## src/rtl/ga_sync_irq.sv

```systemverilog
// ga_sync_irq: CPC Gate Array sync reshaping, 52-line raster interrupt and screen mode latch.
// Define GA_MODE_HSYNC_LATCH_EN to defer mode writes to the next CRTC HSYNC rise.
module ga_sync_irq #(
   parameter int HS_DELAY = 2,
   parameter int HS_WIDTH = 4,
   parameter int VS_LINES = 26
) (
   input  logic       CLOCK,
   input  logic       RESET,
   input  logic       CLKEN,
   input  logic       CRTC_HSYNC,
   input  logic       CRTC_VSYNC,
   input  logic       INT_ACK,
   input  logic       IRQ_CLR,
   input  logic       MODE_WR,
   input  logic [1:0] MODE_DI,
   output logic       HSYNC,
   output logic       VSYNC,
   output logic       IRQ,
   output logic [1:0] MODE,
   output logic [5:0] INT_CNT
);
   localparam int VW = $clog2(VS_LINES + 1);
   logic          hs_prev, vs_prev;
   logic [2:0]    hcnt, hcnt_n;
   logic [VW-1:0] vcnt, vcnt_n;
   logic [1:0]    vs_dly, vs_dly_n;
   logic          hs_rise, hs_fall, vs_rise, raise, irq_n;
   logic [5:0]    cnt_inc, cnt_r52, cnt_n;

   always_comb begin
      hs_rise  = CLKEN & CRTC_HSYNC & ~hs_prev;
      hs_fall  = CLKEN & ~CRTC_HSYNC & hs_prev;
      vs_rise  = CLKEN & CRTC_VSYNC & ~vs_prev;
      hcnt_n   = CRTC_HSYNC ? ((hcnt == 3'd7) ? hcnt : hcnt + 3'd1) : 3'd0;
      vcnt_n   = vs_rise ? VW'(VS_LINES) : (hs_fall && vcnt != '0) ? vcnt - VW'(1) : vcnt;
      vs_dly_n = vs_rise ? 2'd2 : (hs_fall && vs_dly != 2'd0) ? vs_dly - 2'd1 : vs_dly;
      cnt_inc  = INT_CNT + 6'd1;
      // The second line after a VSYNC rise resynchronises the 52-line counter
      raise    = hs_fall & ((vs_dly == 2'd1) ? (INT_CNT >= 6'd32) : (cnt_inc == 6'd52));
      cnt_r52  = !hs_fall ? INT_CNT : (vs_dly == 2'd1 || cnt_inc == 6'd52) ? 6'd0 : cnt_inc;
      cnt_n    = IRQ_CLR ? 6'd0 : INT_ACK ? (cnt_r52 & 6'h1F) : cnt_r52;
      irq_n    = ~IRQ_CLR & (INT_ACK ? raise : (IRQ | raise));
   end

   always_ff @(posedge CLOCK or posedge RESET) begin
      if (RESET) begin
         hs_prev <= 1'b0;
         vs_prev <= 1'b0;
         hcnt    <= 3'd0;
         HSYNC   <= 1'b0;
         vcnt    <= '0;
         VSYNC   <= 1'b0;
         vs_dly  <= 2'd0;
         INT_CNT <= 6'd0;
         IRQ     <= 1'b0;
      end else begin
         if (CLKEN) begin
            hs_prev <= CRTC_HSYNC;
            vs_prev <= CRTC_VSYNC;
            hcnt    <= hcnt_n;
            HSYNC   <= (int'(hcnt_n) > HS_DELAY) && (int'(hcnt_n) <= HS_DELAY + HS_WIDTH);
         end
         vcnt    <= vcnt_n;
         VSYNC   <= vcnt_n != '0;
         vs_dly  <= vs_dly_n;
         INT_CNT <= cnt_n;
         IRQ     <= irq_n;
      end
   end

`ifdef GA_MODE_HSYNC_LATCH_EN
   logic [1:0] pending;

   always_ff @(posedge CLOCK or posedge RESET) begin
      if (RESET) begin
         pending <= 2'd0;
         MODE    <= 2'd0;
      end else begin
         if (MODE_WR) pending <= MODE_DI;
         if (hs_rise) MODE <= pending;
      end
   end
`else
   logic unused_rise;
   assign unused_rise = hs_rise;

   always_ff @(posedge CLOCK or posedge RESET) begin
      if (RESET) MODE <= 2'd0;
      else if (MODE_WR) MODE <= MODE_DI;
   end
`endif
endmodule

```

## config.mk

```make
export PLATFORM = sky130hd
export DESIGN_NAME = ga_sync_irq
export DESIGN_NICKNAME = d
export VERILOG_FILES = /design/src/rtl/ga_sync_irq.sv
export SDC_FILE = /design/constraint.sdc
export NUM_CORES = 1
export LEC_CHECK = 0
export ABC_AREA = 0
export CAP_MARGIN = 20
export CORE_MARGIN = 10
export CORE_UTILIZATION = 43
export CTS_CLUSTER_DIAMETER = 50
export DETAILED_ROUTE_END_ITERATION = 8
export PLACE_DENSITY = 0.7
export REMOVE_ABC_BUFFERS = 1
export SYNTH_ARGS = -nofsm -noshare
export SYNTH_HDL_FRONTEND = slang
export SYNTH_SLANG_ARGS = --single-unit
```

## constraint.sdc

```tcl
create_clock -name CLOCK -period 4 [get_ports CLOCK]
set_input_delay 0.6 -clock CLOCK [delete_from_list [all_inputs] [get_ports CLOCK]]
set_output_delay 0.6 -clock CLOCK [all_outputs]
set_load 0.05 [all_outputs]
```

### Yosys cells after proc, flatten, opt, wreduce, memory -nomap -nowiden

Index checks and enable logic that the tools add are counted.
Widths: inputs -> output; s select.

* add/subtract/negate cells: 4
* multiply operators: 0
* divide/modulo/power cells: 0
* magnitude comparators: 3
* equality and inequality tests: 3
* shift-type cells: 0
* multiplexer cells: 12
* bitwise operators: 10
* reductions and logical operators: 9

Operators with widths (number)
* $mux 6: 4
* $mux 5: 2
* $reduce_bool 5->1: 2
* $add 6x1->6 const B: 1
* $and 1x1->1: 6
* $eq 6x6->1 const B: 1
* $ge 6x6->1 const B: 1
* $mux 3: 2
* $sub 5x1->5 const B: 1
* $mux 2: 2
* $reduce_bool 2->1: 2
* $add 3x1->3 const B: 1
* $eq 3x3->1 const B: 1
* $gt 3x2->1 const B: 1
* $le 3x3->1 const B: 1
* $logic_and 1x1->1: 3
* $not 1->1: 3
* $reduce_bool 3->1: 1
* $eq 2x1->1 const B: 1
* $mux 1: 2
* $sub 2x1->2 const B: 1
* $logic_or 1x1->1: 1
* $or 1x1->1: 1

* register bits after elaboration: 23
* bits in latches: 0
* memory bits (writable): 0
* bits in read-only memories: 0
* bits of input ports: 10
* output and inout bits: 11
* word-level logic and storage cells: 52
* memories: 0

### Logic depth before layout (Yosys ltp)

Gate-level depths: netlist (run 1).

* depth after elaboration: 7
* gate-level depth with buffers: 6
* mapped depth without buffers: 6

### Worst setup path before layout (run 1)

No wires, ideal clock.

* path type: register to register
* from: register vcnt[0]
* to: register VSYNC
* library setup time: 139 ps
* arrival time: 1768 ps
* slack: 2094 ps
* cell stages (with the launch flop): 7
* cell sequence: dfrtp_1 inv_1 ha_1 or4b_4 a21oi_2 o21ai_2 or4_1

* longest elaborated chain between the ends: 5

RTL lines
* from (decl): line 26 `logic [VW-1:0] vcnt, vcnt_n;`
* from (signal assigned): line 64 `vcnt <= vcnt_n;`
* branches (longest 2 deep; another with $sub 5x1->5)
* $mux 5 (*) (2 in a row): line 36 `vcnt_n = vs_rise ? VW'(VS_LINES) : (hs_fall && vcnt != '0) ? vcnt - VW'(1) : vcnt;`
* via vcnt_n[1]: line 26
* $reduce_bool 5->1 (*): line 65 `VSYNC <= vcnt_n != '0;`
* to (signal assigned): line 53 `VSYNC <= 1'b0;`
* to (signal assigned): line 65
* to (decl): line 18 `output logic VSYNC,`

Mark *: on every way through the listed nets, which the timed path passes.
A chain may end at the register's enable or synchronous reset.

### Final worst setup path (run 1)

* from: input CLKEN
* to: register VSYNC

* longest elaborated chain between the ends: 6

RTL lines
* from (decl): line 10 `input logic CLKEN,`
* $and 1x1->1 (2 in a row): line 33 `hs_fall = CLKEN & ~CRTC_HSYNC & hs_prev;`
* $logic_and 1x1->1: line 36
* $mux 5: line 36
* $mux 5 (*): line 36
* via vcnt_n[2]: line 26
* $reduce_bool 5->1 (*): line 65

Mark *: on every way through the listed nets, which the timed path passes. The rest lies on a longest branch.

==> metrics.txt, run 1 <==
largest net degree at the start of global routing 24; min-delay src HSYNC$_DFFE_PP0P_; outcome complete, no violations; H-tree depth 1; DIE AREA between 5000 and 6000 µm²; Clock Latency Late Sink 0.32 ns; clk sink count 23; die height between 70 and 80 µm; post-placement cell area 1456 µm²; vias between 1000 and 1500; register area share after synthesis between 40% and 50%; fraction of layout instances using a drive strength above 1 between 7 and 8%; FF-to-FF Start vcnt[0]$_DFF_PP0_; Critical Path Fanout Max 16; fin. max-slew vios 0; Hold Path End HSYNC$_DFFE_PP0P_; fin crit period 2.392 ns; global-route wire length before repair roughly 4.7 mm; RD Place Congestion 0.8059; sequential share of power 53.0%; Commonest cells post-synth dfrtp_1 (23), inv_1 (13), nand2_1 (13), nor2_1 (11), o21ai_0 (10); R2R Setup Slk 1.96 ns; CP Launch Type input pin; Root Driver clkbuf_4; final wirelength 2.686 mm; Clock transition at path regs between 0.1 and 0.15 ns; critical path data required time 4.22 ns; Syn Area/Cell 9.351 µm²; vias in the first global route between 1000 and 1500; Post-CTS Setup Inserts 0; Fmax achieved 418.1 MHz; initial core utilization 45.10%; class of the worst hold path reg -> reg; Setup CP Type in -> reg; Design Area, Final 1484 µm²; Yosys reg bits 23; worst r2r path cells 6; combinational group share of total power 26.7%; Yosys top cell by area dfrtp_1; initial antenna violation count 0; fillers 257; Hold Path Cell Cnt 1; DRC 0; Worst Path Arrival 2.61 ns; worst vdd ir 0.2932 mV; area delta synth->final 19.32%; Rows 19; capture point of the worst reg-to-reg path VSYNC$_DFF_PP0_; Ys Warns 0; Synth area leaders dfrtp_1 (46%), ha_1 (6.0%), o21ai_0 (4.0%), inv_1 (3.9%), nand2_1 (3.9%); num ports 21; GR Util All Layers 10.63%; cells after synthesis 133; Power Density 365.6 nW/µm²; Post-synth EDFFs 0; final hold viol count 0; switching power total 183.0 µW; Post-synth ARST share 100.0%; CTS buffer count 3; Clock Skews 0.01869 ns; DRT iter0 DRCs 83; Max clock buf depth 2; number of gates resized after CTS 0; die width 73.78 µm; critical path endpoint category flip-flop; GRT overflow 0; DP Wirelength 2.030 mm; internal power 359.6 µW; Most used DFF post-synth dfrtp_1; Fin Setup TNS 0 ns; RSZ-0062 raised after global routing false; Avg WL per Cell 14.68 µm; count leader, synth dfrtp_1; # Max-Cap Violations 0; leakage 0.6168 nW; IO buf count 20; fin util 53.81%; Post-DRT Antenna Nets 0; nets@finish 169; CORE AREA roughly 2800 µm²; synth unique cells 35; routed vias/inst 5.607; Slew @ Worst Pin 0.8575 ns; Switching Fraction 33.72%; Clock power frac slightly above 20%; fin crit share 59.80%; final setup vio count 0; hold buffer count at CTS 0; CTS tree yes; TritonRoute pass-1 iters 4; Antenna Cells 0; Mapped Area ~1200 µm²; Rel. slew slack 42.77%; share of the synthesized area in the top cell type between 40% and 50%
[critical path: stages]
cell             delay [ns]
clkdlybuf4s50_1        0.66
nand3b_1               0.44
o21ai_0                0.30
a21oi_1                0.11
or4_1                  0.50
[per-layer routing]
layer | global-route usage, % | routed length, µm
met4 | 3.520 | 18
met5 | 0 | 0
met2 | 18.56 | 1338
met1 | 11.21 | 1116
met3 | 4.441 | 212
[kinds of logic (layout without fill, tap and decap cells)]
family | count (synthesis) | in the layout | synth area share (%)
buffers and inverters | 18 | 37 | 6.036
and+or+nand+nor | 47 | 47 | 19.01
adders and majority gates | 6 | 6 | 6.036
AOI/OAI and AO/OA | 30 | 30 | 15.39
DFF | 23 | 23 | 46.28
xor gates and xnor gates | 4 | 4 | 2.817
muxes | 5 | 5 | 4.426
[worst max-delay path by stage]
stage                                 start         endpoint  slack, ns  cells past startpoint
after global routing                  CLKEN  VSYNC$_DFF_PP0_       1.47                      5
after global placement                CLKEN  VSYNC$_DFF_PP0_       1.35                      5
after detailed placement              CLKEN  VSYNC$_DFF_PP0_       1.26                      5
after CTS                             CLKEN  VSYNC$_DFF_PP0_       1.64                      5
final                                 CLKEN  VSYNC$_DFF_PP0_       1.61                      5
after floorplan           vcnt[0]$_DFF_PP0_  VSYNC$_DFF_PP0_       2.09                      6
[layout make-up]
type	instances	area, µm²	area share [%]
multi-input cells	92	593.1	39.97
flip-flops and latches	23	575.6	38.79
repair buffers	20	200.2	13.49
inverters	13	48.80	3.288
well taps	31	38.79	2.614
clock buffers	3	22.52	1.518
clock inverters	1	5.005	0.3373
[power by group through the flow]
stage                     clock network [mW]  registers (mW)  logic (mW)
after floorplan                            0           0.304      0.0843
after global placement                     0           0.290       0.138
after detailed placement                   0           0.291       0.146
after CTS                              0.117           0.287       0.147
after global routing                   0.128           0.293       0.163
final                                  0.110           0.288       0.145
[state kept, by name, summed over array words and instances (netlist names), 2 cells and up]
signal,cells
hcnt,3
vs_dly,2
MODE,2
vcnt,5
INT_CNT,6
[through the flow]
step | instances | total power, mW | hold WS (ns) | worst slack [ns]
floorplan | 128 | 0.3879 | 0.4996 | 2.094
global placement | 179 | 0.4282 | 0.4933 | 1.347
detailed placement | 179 | 0.4371 | 0.4955 | 1.264
CTS | 183 | 0.5511 | 0.5276 | 1.643
global route | 183 | 0.5840 | 0.5589 | 1.467
finish | 183 | 0.5425 | 0.5263 | 1.608
[cell usage in the layout (no fill, tap or decap)]
cell type and instances:
dfrtp_1 23, clkdlybuf4s50_1 20, inv_1 13, nand2_1 13, nor2_1 11, o21ai_0 10
nand3_1 9, a21oi_1 8, ha_1 6, mux2_2 4, nor2b_1 3, clkbuf_4 3
or3_1 2, nor3_1 2, xor2_1 2, xnor2_1 2, or4_1 2, a22o_1 1
nand3b_1 1, a41oi_1 1, and3b_1 1, or4b_4 1, o211ai_1 1, and3_2 1
a21oi_2 1, o21ai_2 1, o32a_1 1, o31a_1 1, a32oi_1 1, a21o_1 1
a31oi_1 1, mux2i_1 1, nor3b_1 1, a2111oi_0 1, o311ai_0 1, clkinv_2 1
Power figures use the tool's default switching activity.
==> run 2: changes to the inputs <==
PLACE_DENSITY = 0.72   (was 0.7)
clock period = 2.2 ns   (was 4 ns; I/O delays follow)
==> run 2 against run 1 <==
Compared with the run above: die area did not move; hold slack got worse by 0.25 ns; global-route usage fell by 0.46 points; clock power rose by 82%; via count rose by 2.3%; sequential share of layout area fell by 0.96 points; highest routed layer unchanged.
==> metrics.txt, run 2 (synthesis results as in run 1) <==
Fin Setup TNS 0 ns; final setup vio count 0; TritonRoute pass-1 iters 4; Post-DRT Antenna Nets 0; dpl cells 184; number of gates resized after CTS 0; initial antenna violation count 0; DRC 0; Power Density between 600 and 700 nW/µm²; critical path endpoint category flip-flop; fraction of layout instances using a drive strength above 1 10.83%; worst setup path startpoint vcnt[0]$_DFF_PP0_; Biggest register INT_CNT; final wirelength 2.673 mm; nets@finish 174; IO buf count 20; capture point of the worst reg-to-reg path VSYNC$_DFF_PP0_; GRT overflow 0; final hold viol count 0; vias 1050; CTS tree yes; DIE AREA 5443 µm²; num ports 21; Root Driver clkbuf_4; Worst Path Arrival 2.26 ns; Max clock buf depth 2; Hold Slack 0.2726 ns; worst r2r path cells 6; FF-to-FF Start vcnt[0]$_DFF_PP0_; GR Util All Layers 10.18%; Clock Latency Late Sink approximately 0.32 ns; max incr delay on CP 0.51 ns; most frequent cells in the layout dfrtp_1 (23), clkdlybuf4s50_1 (20), inv_1 (13), nand2_1 (13), nor2_1 (11); fin crit share 93.82%; Register Area 575.6 µm²; area of the multi-input gates 593.1 µm²; hold buffer count at CTS 0; largest net degree at the start of global routing 15; die width 73.78 µm; RD Place Congestion 0.8388; CTS buffer count 3; CP Buf/Inv Count 1; Slowest-stage cell, CP or4b_4; Setup CP Type reg -> reg; Clock Skews 0.008552 ns; Fmax achieved 484.5 MHz; CORE AREA 2758 µm²; most common cell after layout, fill and taps aside dfrtp_1; fillers 269; Regs by FF count INT_CNT (6), vcnt (5), hcnt (3); area delta synth->final 22.33%; DRT iter0 DRCs 82; routed vias/inst between 5 and 6; Slew @ Worst Pin 0.5293 ns; Rel. slew slack 64.25%; Post-CTS Setup Inserts 0; Clock transition at path regs between 0.1 and 0.15 ns; Antenna Cells 0; die height 73.78 µm; critical path data required time 2.39 ns; leakage 0.6413 nW; fin. max-slew vios 0; clk sink count 23; worst vdd ir 0.5211 mV; Avg WL per Cell 14.22 µm; H-tree depth 1; initial core utilization between 40 and 50%; R2R Setup Slk 0.14 ns; critical path, cell by cell inv_1 > ha_1 > or4b_4 > a21oi_2 > o21ai_2 > or4_1; outcome complete, no violations; RSZ-0062 raised after global routing false; CP top delay family simple AND/OR/NAND/NOR gates; # Max-Cap Violations 0; fin crit period 2.064 ns; Rows 19; DP Wirelength about 2.1 mm; final cell count without fillers 188; fin util 55.17%; vias in the first global route slightly above 1000; global-route wire length before repair 4.540 mm; class of the worst hold path in -> async; CP Launch Type flip-flop; max reg flops 6; Critical Path Fanout Max 4
-- run 2: changes by cell type in the layout (fill, tap and decap cells not counted), sizes merged --
cell  previous run  this run
buf              0         5
-- run 2: worst max-delay path by stage --
stage / endpoint / slack [ns] / cells past startpoint
floorplan: VSYNC$_DFF_PP0_ / 0.29 / 6
global placement: VSYNC$_DFF_PP0_ / 0.18 / 5
detailed placement: VSYNC$_DFF_PP0_ / 0.12 / 5
CTS: VSYNC$_DFF_PP0_ / 0.15 / 6
global route: VSYNC$_DFF_PP0_ / 0.05 / 6
finish: VSYNC$_DFF_PP0_ / 0.14 / 6
-- run 2: metal layers --
layer	GRT usage, %	share of wire, %
met2	17.80	50
met1	11.87	43
met3	2.423	5.6
met4	3.106	1.2
met5	0	0
-- run 2: where the power goes --
part	total, mW	switching, mW	internal (mW)
Clock	0.200	0.132	0.0680
Combinational	0.272	0.155	0.118
Sequential	0.523	0.0486	0.474
-- run 2: worst register-to-register path, cell delays in order (launching register included) --
cell	delay, ns
dfrtp_1	0.42
inv_1	0.11
ha_1	0.20
or4b_4	0.51
a21oi_2	0.18
o21ai_2	0.07
or4_1	0.47
-- run 2: final cells by class --
cell class | instances | share of cell area, %
well taps | 31 | 2.549
clock buffers | 3 | 1.480
multi-input cells | 92 | 38.98
inverters | 13 | 3.207
repair buffers | 25 | 15.62
flip-flops and latches | 23 | 37.83
clock inverters | 1 | 0.3289
-- run 2: per-stage QoR --
| stage | instance area, µm² | total power [mW] | worst slack (ns) |
|---|---|---|---|
| 2_1_floorplan | 1217 | 0.7053 | 0.2937 |
| 3_3_place_gp | 1494 | 0.7874 | 0.1751 |
| 3_5_place_dp | 1494 | 0.8021 | 0.1191 |
| 4_1_cts | 1521 | 1.003 | 0.1459 |
| 5_1_grt | 1521 | 1.062 | 0.04940 |
| 6_report | 1521 | 0.9945 | 0.1359 |
